**src/rtl/ll_walker_if.sv**
```systemverilog
// rtl/ll_walker_if.sv - node output stream and memory read port of the linked-list walker
interface ll_walker_if #(
  parameter int ADDR_WIDTH = 3,
  parameter int DATA_WIDTH = 32,
  parameter int VAL_WIDTH  = DATA_WIDTH - 1 - ADDR_WIDTH
);
  logic                  out_valid;
  logic                  out_ready;
  logic [VAL_WIDTH-1:0]  out_value;
  logic [ADDR_WIDTH-1:0] out_addr;
  logic                  mem_rd_en;
  logic [ADDR_WIDTH-1:0] mem_rd_addr;
  logic [DATA_WIDTH-1:0] mem_rd_data;

  // master: the walker; slave: the node consumer together with the node memory
  modport master (
    output out_valid, out_value, out_addr, mem_rd_en, mem_rd_addr,
    input  out_ready, mem_rd_data
  );

  modport slave (
    input  out_valid, out_value, out_addr, mem_rd_en, mem_rd_addr,
    output out_ready, mem_rd_data
  );
endinterface

```
**src/rtl/ll_walker.sv**
```systemverilog
// rtl/ll_walker.sv - follows next-pointers from a head node and streams each node value
module ll_walker #(
  parameter int MEM_DEPTH    = 8,
  parameter int DATA_WIDTH   = 32,
  parameter int DELAY_CYCLES = 3,
  localparam int ADDR_WIDTH  = $clog2(MEM_DEPTH),
  localparam int VAL_WIDTH   = DATA_WIDTH - 1 - ADDR_WIDTH
) (
  input  logic                  clk,
  input  logic                  reset_n,
  input  logic                  start,
  input  logic [ADDR_WIDTH-1:0] head_addr,
  input  logic                  abort,
  output logic                  busy,
  output logic                  done,
  output logic                  err,
  output logic [ADDR_WIDTH:0]   node_count,
  ll_walker_if.master           bus
);
  localparam int CNT_W = $clog2(DELAY_CYCLES + 1);

  typedef enum logic [2:0] {IDLE, ISSUE, WAIT, EMIT, FIN} state_t;

  state_t                state;
  logic [ADDR_WIDTH-1:0] cur_addr;
  logic [ADDR_WIDTH-1:0] next_q;
  logic                  last_q;
  logic [CNT_W-1:0]      cnt;
  logic                  out_valid_q;
  logic [VAL_WIDTH-1:0]  out_value_q;
  logic [ADDR_WIDTH-1:0] out_addr_q;
  logic                  rd_en_q;
  logic [ADDR_WIDTH-1:0] rd_addr_q;

  assign bus.out_valid   = out_valid_q;
  assign bus.out_value   = out_value_q;
  assign bus.out_addr    = out_addr_q;
  assign bus.mem_rd_en   = rd_en_q;
  assign bus.mem_rd_addr = rd_addr_q;

  always_ff @(posedge clk or negedge reset_n) begin
    if (!reset_n) begin
      state       <= IDLE;
      cur_addr    <= '0;
      next_q      <= '0;
      last_q      <= 1'b0;
      cnt         <= '0;
      out_valid_q <= 1'b0;
      out_value_q <= '0;
      out_addr_q  <= '0;
      rd_en_q     <= 1'b0;
      rd_addr_q   <= '0;
      busy        <= 1'b0;
      done        <= 1'b0;
      err         <= 1'b0;
      node_count  <= '0;
    end else begin
      rd_en_q <= 1'b0;
      done    <= 1'b0;
      err     <= 1'b0;
      if (abort && state != IDLE) begin
        state       <= IDLE;
        busy        <= 1'b0;
        out_valid_q <= 1'b0;
      end else begin
        case (state)
          IDLE: begin
            if (start) begin
              cur_addr   <= head_addr;
              node_count <= '0;
              rd_en_q    <= 1'b1;
              rd_addr_q  <= head_addr;
              busy       <= 1'b1;
              state      <= ISSUE;
            end
          end
          ISSUE: begin
            cnt   <= CNT_W'(DELAY_CYCLES - 1);
            state <= WAIT;
          end
          WAIT: begin
            // Capture is timed from our own ISSUE, so data from an aborted walk is never taken
            if (cnt == '0) begin
              last_q      <= bus.mem_rd_data[DATA_WIDTH-1];
              next_q      <= bus.mem_rd_data[DATA_WIDTH-2 -: ADDR_WIDTH];
              out_value_q <= bus.mem_rd_data[VAL_WIDTH-1:0];
              out_addr_q  <= cur_addr;
              out_valid_q <= 1'b1;
              state       <= EMIT;
            end else begin
              cnt <= cnt - 1'b1;
            end
          end
          EMIT: begin
            if (bus.out_ready) begin
              out_valid_q <= 1'b0;
              node_count  <= node_count + 1'b1;
              if (last_q) begin
                done  <= 1'b1;
                state <= FIN;
              end else if (node_count == (ADDR_WIDTH+1)'(MEM_DEPTH - 1)) begin
                done  <= 1'b1;
                err   <= 1'b1;
                state <= FIN;
              end else begin
                cur_addr  <= next_q;
                rd_en_q   <= 1'b1;
                rd_addr_q <= next_q;
                state     <= ISSUE;
              end
            end
          end
          FIN: begin
            busy  <= 1'b0;
            state <= IDLE;
          end
          default: begin
            busy  <= 1'b0;
            state <= IDLE;
          end
        endcase
      end
    end
  end
endmodule
```
**src/flat_wrapper.sv**
```systemverilog
// flat-port wrapper written by rule: the top's interface ports become plain ports
module ll_walker_flat 
#(
  parameter int MEM_DEPTH    = 8,
  parameter int DATA_WIDTH   = 32,
  parameter int DELAY_CYCLES = 3,
  localparam int ADDR_WIDTH  = $clog2(MEM_DEPTH),
  localparam int VAL_WIDTH   = DATA_WIDTH - 1 - ADDR_WIDTH
)
  (clk, reset_n, start, head_addr, abort, busy, done, err, node_count, bus_out_valid, bus_out_value, bus_out_addr, bus_mem_rd_en, bus_mem_rd_addr, bus_out_ready, bus_mem_rd_data);
  ll_walker_if #(.DATA_WIDTH(DATA_WIDTH)) bus_i ();
  input  logic clk;
  input  logic reset_n;
  input  logic start;
  input  logic [ADDR_WIDTH-1:0] head_addr;
  input  logic abort;
  output logic busy;
  output logic done;
  output logic err;
  output logic [ADDR_WIDTH:0] node_count;
  output wire logic [$bits(bus_i.out_valid)-1:0] bus_out_valid;
  output wire logic [$bits(bus_i.out_value)-1:0] bus_out_value;
  output wire logic [$bits(bus_i.out_addr)-1:0] bus_out_addr;
  output wire logic [$bits(bus_i.mem_rd_en)-1:0] bus_mem_rd_en;
  output wire logic [$bits(bus_i.mem_rd_addr)-1:0] bus_mem_rd_addr;
  input wire logic [$bits(bus_i.out_ready)-1:0] bus_out_ready;
  input wire logic [$bits(bus_i.mem_rd_data)-1:0] bus_mem_rd_data;
  assign bus_out_valid = bus_i.out_valid;
  assign bus_out_value = bus_i.out_value;
  assign bus_out_addr = bus_i.out_addr;
  assign bus_mem_rd_en = bus_i.mem_rd_en;
  assign bus_mem_rd_addr = bus_i.mem_rd_addr;
  assign bus_i.out_ready = bus_out_ready;
  assign bus_i.mem_rd_data = bus_mem_rd_data;
  ll_walker #(.MEM_DEPTH(MEM_DEPTH), .DATA_WIDTH(DATA_WIDTH), .DELAY_CYCLES(DELAY_CYCLES)) u_core (.clk(clk), .reset_n(reset_n), .start(start), .head_addr(head_addr), .abort(abort), .busy(busy), .done(done), .err(err), .node_count(node_count), .bus(bus_i));
endmodule
```
**config.mk**
```make
export PLATFORM = sky130hd
export DESIGN_NAME = ll_walker_flat
export DESIGN_NICKNAME = d
export VERILOG_FILES = /design/src/rtl/ll_walker_if.sv /design/src/rtl/ll_walker.sv /design/src/flat_wrapper.sv
export SDC_FILE = /design/constraint.sdc
export NUM_CORES = 1
export LEC_CHECK = 0
export CORE_MARGIN = 2
export CORE_UTILIZATION = 46
export CTS_CLUSTER_DIAMETER = 80
export DETAILED_ROUTE_END_ITERATION = 8
export MAX_ROUTING_LAYER = met4
export PLACE_DENSITY_LB_ADDON = 0.3
export SETUP_SLACK_MARGIN = 0.5
export SLEW_MARGIN = 0
export SYNTH_ARGS = -nofsm -noshare
export SYNTH_HDL_FRONTEND = slang
export SYNTH_SLANG_ARGS = --single-unit
```
**constraint.sdc**
```tcl
create_clock -name clk -period 3 [get_ports clk]
set_input_delay 0.45 -clock clk [delete_from_list [all_inputs] [get_ports clk]]
set_output_delay 0.45 -clock clk [all_outputs]
set_load 0.02 [all_outputs]
```
# After elaboration in Yosys (flattened, before gate mapping)
# Cells that the tools add are included.
# Widths: inputs -> output; s select.
dict set report op_classes {
  reduce_logical 15
  add_sub_neg 2
  muxes 39
  bitwise_logic 1
  n_eq_ne 13
}
# op count
set ops {}
lappend ops {{$mux 3} 10}
lappend ops {{$mux 1} 19}
lappend ops {{$pmux 3 s4} 1}
lappend ops {{$reduce_and 3->1} 4}
lappend ops {{$ne 2x2->1 const B} 5}
lappend ops {{$mux 4} 2}
lappend ops {{$pmux 4 s2} 1}
lappend ops {{$eq 3x2->1 const B} 2}
lappend ops {{$ne 3x2->1 const B} 2}
lappend ops {{$pmux 1 s2} 3}
lappend ops {{$pmux 3 s2} 1}
lappend ops {{$reduce_and 6->1} 1}
lappend ops {{$reduce_bool 3->1} 2}
lappend ops {{$add 4x1->4 const B} 1}
lappend ops {{$eq 4x3->1 const B} 1}
lappend ops {{$pmux 2 s2} 1}
lappend ops {{$reduce_and 4->1} 1}
lappend ops {{$reduce_bool 2->1} 2}
lappend ops {{$eq 3x1->1 const B} 1}
lappend ops {{$logic_not 3->1} 1}
lappend ops {{$ne 3x1->1 const B} 1}
lappend ops {{$reduce_or 3->1} 1}
lappend ops {{$logic_not 2->1} 1}
lappend ops {{$mux 2} 1}
lappend ops {{5 further kinds} 5}
dict set report totals {
  input_bits 40
  elab_cells 83
  out_inout_bits 43
  regBits 52
}

# Longest topological paths before layout
dict set report depth {
  ltp_word 6
  ltp_mapped 6
}

# Least setup slack after synthesis
# No wires, ideal clock.
dict set report synth_path {
  kind {input to register}
  from {input abort}
  to {register u_core.out_value_q[13], in the netlist u_core.bus.out_value[13]}
  setup_ns 0.125
  cell_stages 5
  arrival_time_ns 1.660
  n_path_buf 2
  slack_ns 1.215
  required_time_ns 2.875
  path_cell_list {or2_1 -> buf_6 -> nor3_4 -> buf_6 -> mux2_2}
}
dict set report synth_between {
  elab_chain_len 3
}
# item line_no
set synth_rtl {}
lappend synth_rtl {{start, declared} flat_wrapper.sv:16} ;# input logic abort;
lappend synth_rtl {{$logic_and 1x1->1} ll_walker.sv:61} ;# if (abort && state != IDLE) begin
lappend synth_rtl {{$not 1->1 (no line)} -}
lappend synth_rtl {{$reduce_and 3->1 (no line)} -}
lappend synth_rtl {{end signal, assigned} ll_walker.sv:86} ;# out_value_q <= bus.mem_rd_data[VAL_WIDTH-1:0];
lappend synth_rtl {{end, declared} ll_walker.sv:30} ;# logic [VAL_WIDTH-1:0] out_value_q;
# No other way between the ends.
# A chain may end at the register's enable or synchronous reset.

# Worst setup path after layout
dict set report layout_path {
  from {input abort}
  to {register u_core.out_value_q[27], in the netlist u_core.bus.out_value[27]}
}
# The elaborated chain is that of the path after synthesis.

==> flow_summary_export.csv <==
group,metric,value,unit
status,outcome,"completed",
clocking,cts_buffer_depth,2,
critical_path,cpPeakStageDelay,0.46,ns
floorplanning,fp.dieW,73.2,um
power,switching_share,33.0,%
clocking,clkSlewWorstSetupHoldPaths,0.09,ns
clocking,cts_setup_buffers,0,
critical_path,cp-end-kind,"flop",
placement,gp_congestion,0.841,
critical_path,critPathKind,"input pin to flop",
synth,ys_seq_area_share,59.1,%
placement,dpl.cell_count,290,
critical_path,cp_max_fo,36,
clocking,cts_inserted_buffers,5,
critical_path,rrSetupSlack,1.06,ns
drt,drt-total-wl,4210,um
synth,synth_top_area_share,59.1,%
placement,portBuffers,82,
critical_path,rr_worst_depth,4,
final_layout,utilization,68.1,%
critical_path,r2r_end,"u_core.bus.out_value[27]",
sta,skew,0.00600,ns
synth,synth_warnings,0,
clocking,cts_hold_buf,0,
placement,dpl_worst_slack,0.600,ns
floorplanning,die_h,73.2,um
grt,grt_first_pass_wirelength,7060,um
synth,async_flop_share,100,%
final_layout,register_area,1300,sq um
final_layout,drive_gt1_share,21.8,%
sta,period_needed,2.09,ns
drt,firstDrtPassIters,4,
grt,track_usage,17.4,%
grt,grt_pass1_vias,1485,
power,vdd_drop_max,0.572,mV
critical_path,crit_slowest_cell,"clkdlybuf4s50_1",
final_layout,layout_commonest_cell,"clkdlybuf4s50_1",
sta,rsz0062_at_grt,"no",
sta,finalSetupViolations,0,
run,cap_viol_max_count,0,
power,power,3.09,mW
final_layout,fillers,373,
power,p_leak,1.37,nW
sta,worstMarginPinSlew,0.568,ns
floorplanning,initial_utilization,47.2,%
sta,fin_crit_sh,69.6,%
synth,avgSynthCellArea,13.9,sq um
final_layout,finalNonFillerCells,297,
critical_path,timing.rr.start,"u_core.state[2]",
critical_path,start_kind,"input pin",
drt,drtAntennaViolNets,0,
clocking,cts_tree,"done",
floorplanning,dieArea,5350,sq um
final_layout,fin_nets,285,
grt,overflow,0,
synth,yosys-top-cells-area,"dfrtp_1 (59%), mux2_2 (20%), buf_6 (2.0%)",
critical_path,critPathArrivalTime,2.27,ns
grt,grt_max_degree,37,
final_layout,mostFrequentLayoutCells,"clkdlybuf4s50_1 (81), dfrtp_1 (52), mux2_2 (40)",
drt,via_per_inst,5.10,
clocking,clockRootBuffer,"clkbuf_8",
sta,slew_violations,0,
synth,syn_inst,158,
sta,setup_tns,0,ns
sta,max-slew-margin-rel,62.1,%
clocking,htree_levels,2,
synth,synth_seq_cells,52,
power,p_per_area,973,nW/um^2
clocking,cts_resized,0,
drt,drt-initial-drc-count,46,
critical_path,crit_chain,"clkdlybuf4s50_1, or2_1, nor3_4, buf_4, mux2_2",
drt,drc,0,
sta,max_freq,479,MHz
placement,hpwl,3070,um
power,combinationalPowerShare,44.0,%
sta,finalHoldViolCount,0,
floorplanning,rows,25,
critical_path,crit_required,3.19,ns
clocking,insertion_delay,0.30,ns
grt,antenna_found_initial,0,
power,p_sw,1.02,mW
drt,routedWlPerCell,14.2,um
final_layout,syn_to_final_growth,44.2,%
final_layout,multi_input_area,831,sq um
clocking,cts_sinks,52,
synth,synth_area,2200,sq um
sta,worst_slack,0.913,ns
synth,ys_types,35,
synth,synth_largest_area_cell,"dfrtp_1",
drt,vias,1515,
floorplanning,design.core.area,4660,sq um
power,cell_internal_pwr,2.07,mW
power,pwr-share-clk,17.5,%
synth,syn-num-nets,200,
power,p_seq_share,38.5,%
final_layout,num_antenna_cells,0,
floorplanning,ioPinCount,83,
synth,ys.flop_type,"dfrtp_1",
min_path,hold_class,"input pin to async pin",
synth,synth-edff-count,0,
metal layers:
metal	routed length, um	global-route usage (%)
met1	1860	23.3
met2	2090	26.4
met3	248	4.97
met4	19	4.32
met5	0	-
flip-flops by register name, summed over array words and instances (netlist names):
name	cells
u_core.bus.mem_rd_addr	3
u_core.bus.mem_rd_en	1
u_core.bus.out_addr	3
u_core.bus.out_valid	1
u_core.bus.out_value	28
u_core.busy	1
u_core.cnt	2
u_core.done	1
u_core.err	1
u_core.last_q	1
u_core.next_q	3
u_core.node_count	4
u_core.state	3
worst max path at each step:
stage,start,end,slack [ns]
finish,abort,u_core.bus.out_value[27],0.91
global route,abort,u_core.bus.out_value[6],0.83
CTS,abort,u_core.bus.out_value[27],0.92
detailed placement,abort,u_core.bus.out_value[27],0.60
global placement,abort,u_core.bus.out_addr[0],0.63
floorplan,abort,u_core.bus.out_value[13],1.21
power groups by stage:
stage                     sequential (mW)  combinational [mW]  clock (mW)
after floorplan                      1.46               0.452           0
after global placement               1.20                1.35           0
after detailed placement             1.20                1.37           0
after CTS                            1.19                1.37       0.562
after global routing                 1.23                1.44       0.592
final                                1.19                1.36       0.542
metrics by stage:
stage | hold WS [ns] | area [sq um]
floorplan | 0.154 | 2200
global placement | 0.456 | 3050
detailed placement | 0.451 | 3050
CTS | 0.152 | 3170
global route | 0.169 | 3170
finish | 0.139 | 3170
critical path, delay by kind of cell:
family / cells / cell delay [ns]
buffers and inverters: 2 / 0.87
and+or+nand+nor: 2 / 0.54
muxes: 1 / 0.40
area by class of cell:
type	instances	share of cell area, %
Tap cell	54	2.13
Clock buffer	5	2.17
Clock inverter	2	1.89
Sequential cell	52	41.0
Timing Repair Buffer	84	26.2
Inverter	4	0.473
Multi-Input combinational cell	96	26.2
synth_stat cells (all sizes together) (3+ instances only):
master / count
o21ai: 4
buf: 5
mux2: 41
nor2: 3
nand3: 4
nor3: 3
inv: 4
nand2: 8
mux2i: 3
dfrtp: 52
a21oi: 5
cells by family (layout without fill, tap and decap cells):
group                    count (synthesis)  count (layout)  share of synthesized area, %
adder cells (fa/ha/maj)                  2               2                          1.14
buffers and inverters                   10              95                          3.13
AO/OA/AOI/OAI                           18              18                          5.97
multiplexers                            44              44                          22.3
XOR/XNOR                                 1               1                         0.398
flip-flops                              52              52                          59.1
AND/OR/NAND/NOR                         31              31                          7.90
No activity file was read; power rests on OpenSTA's default activity.
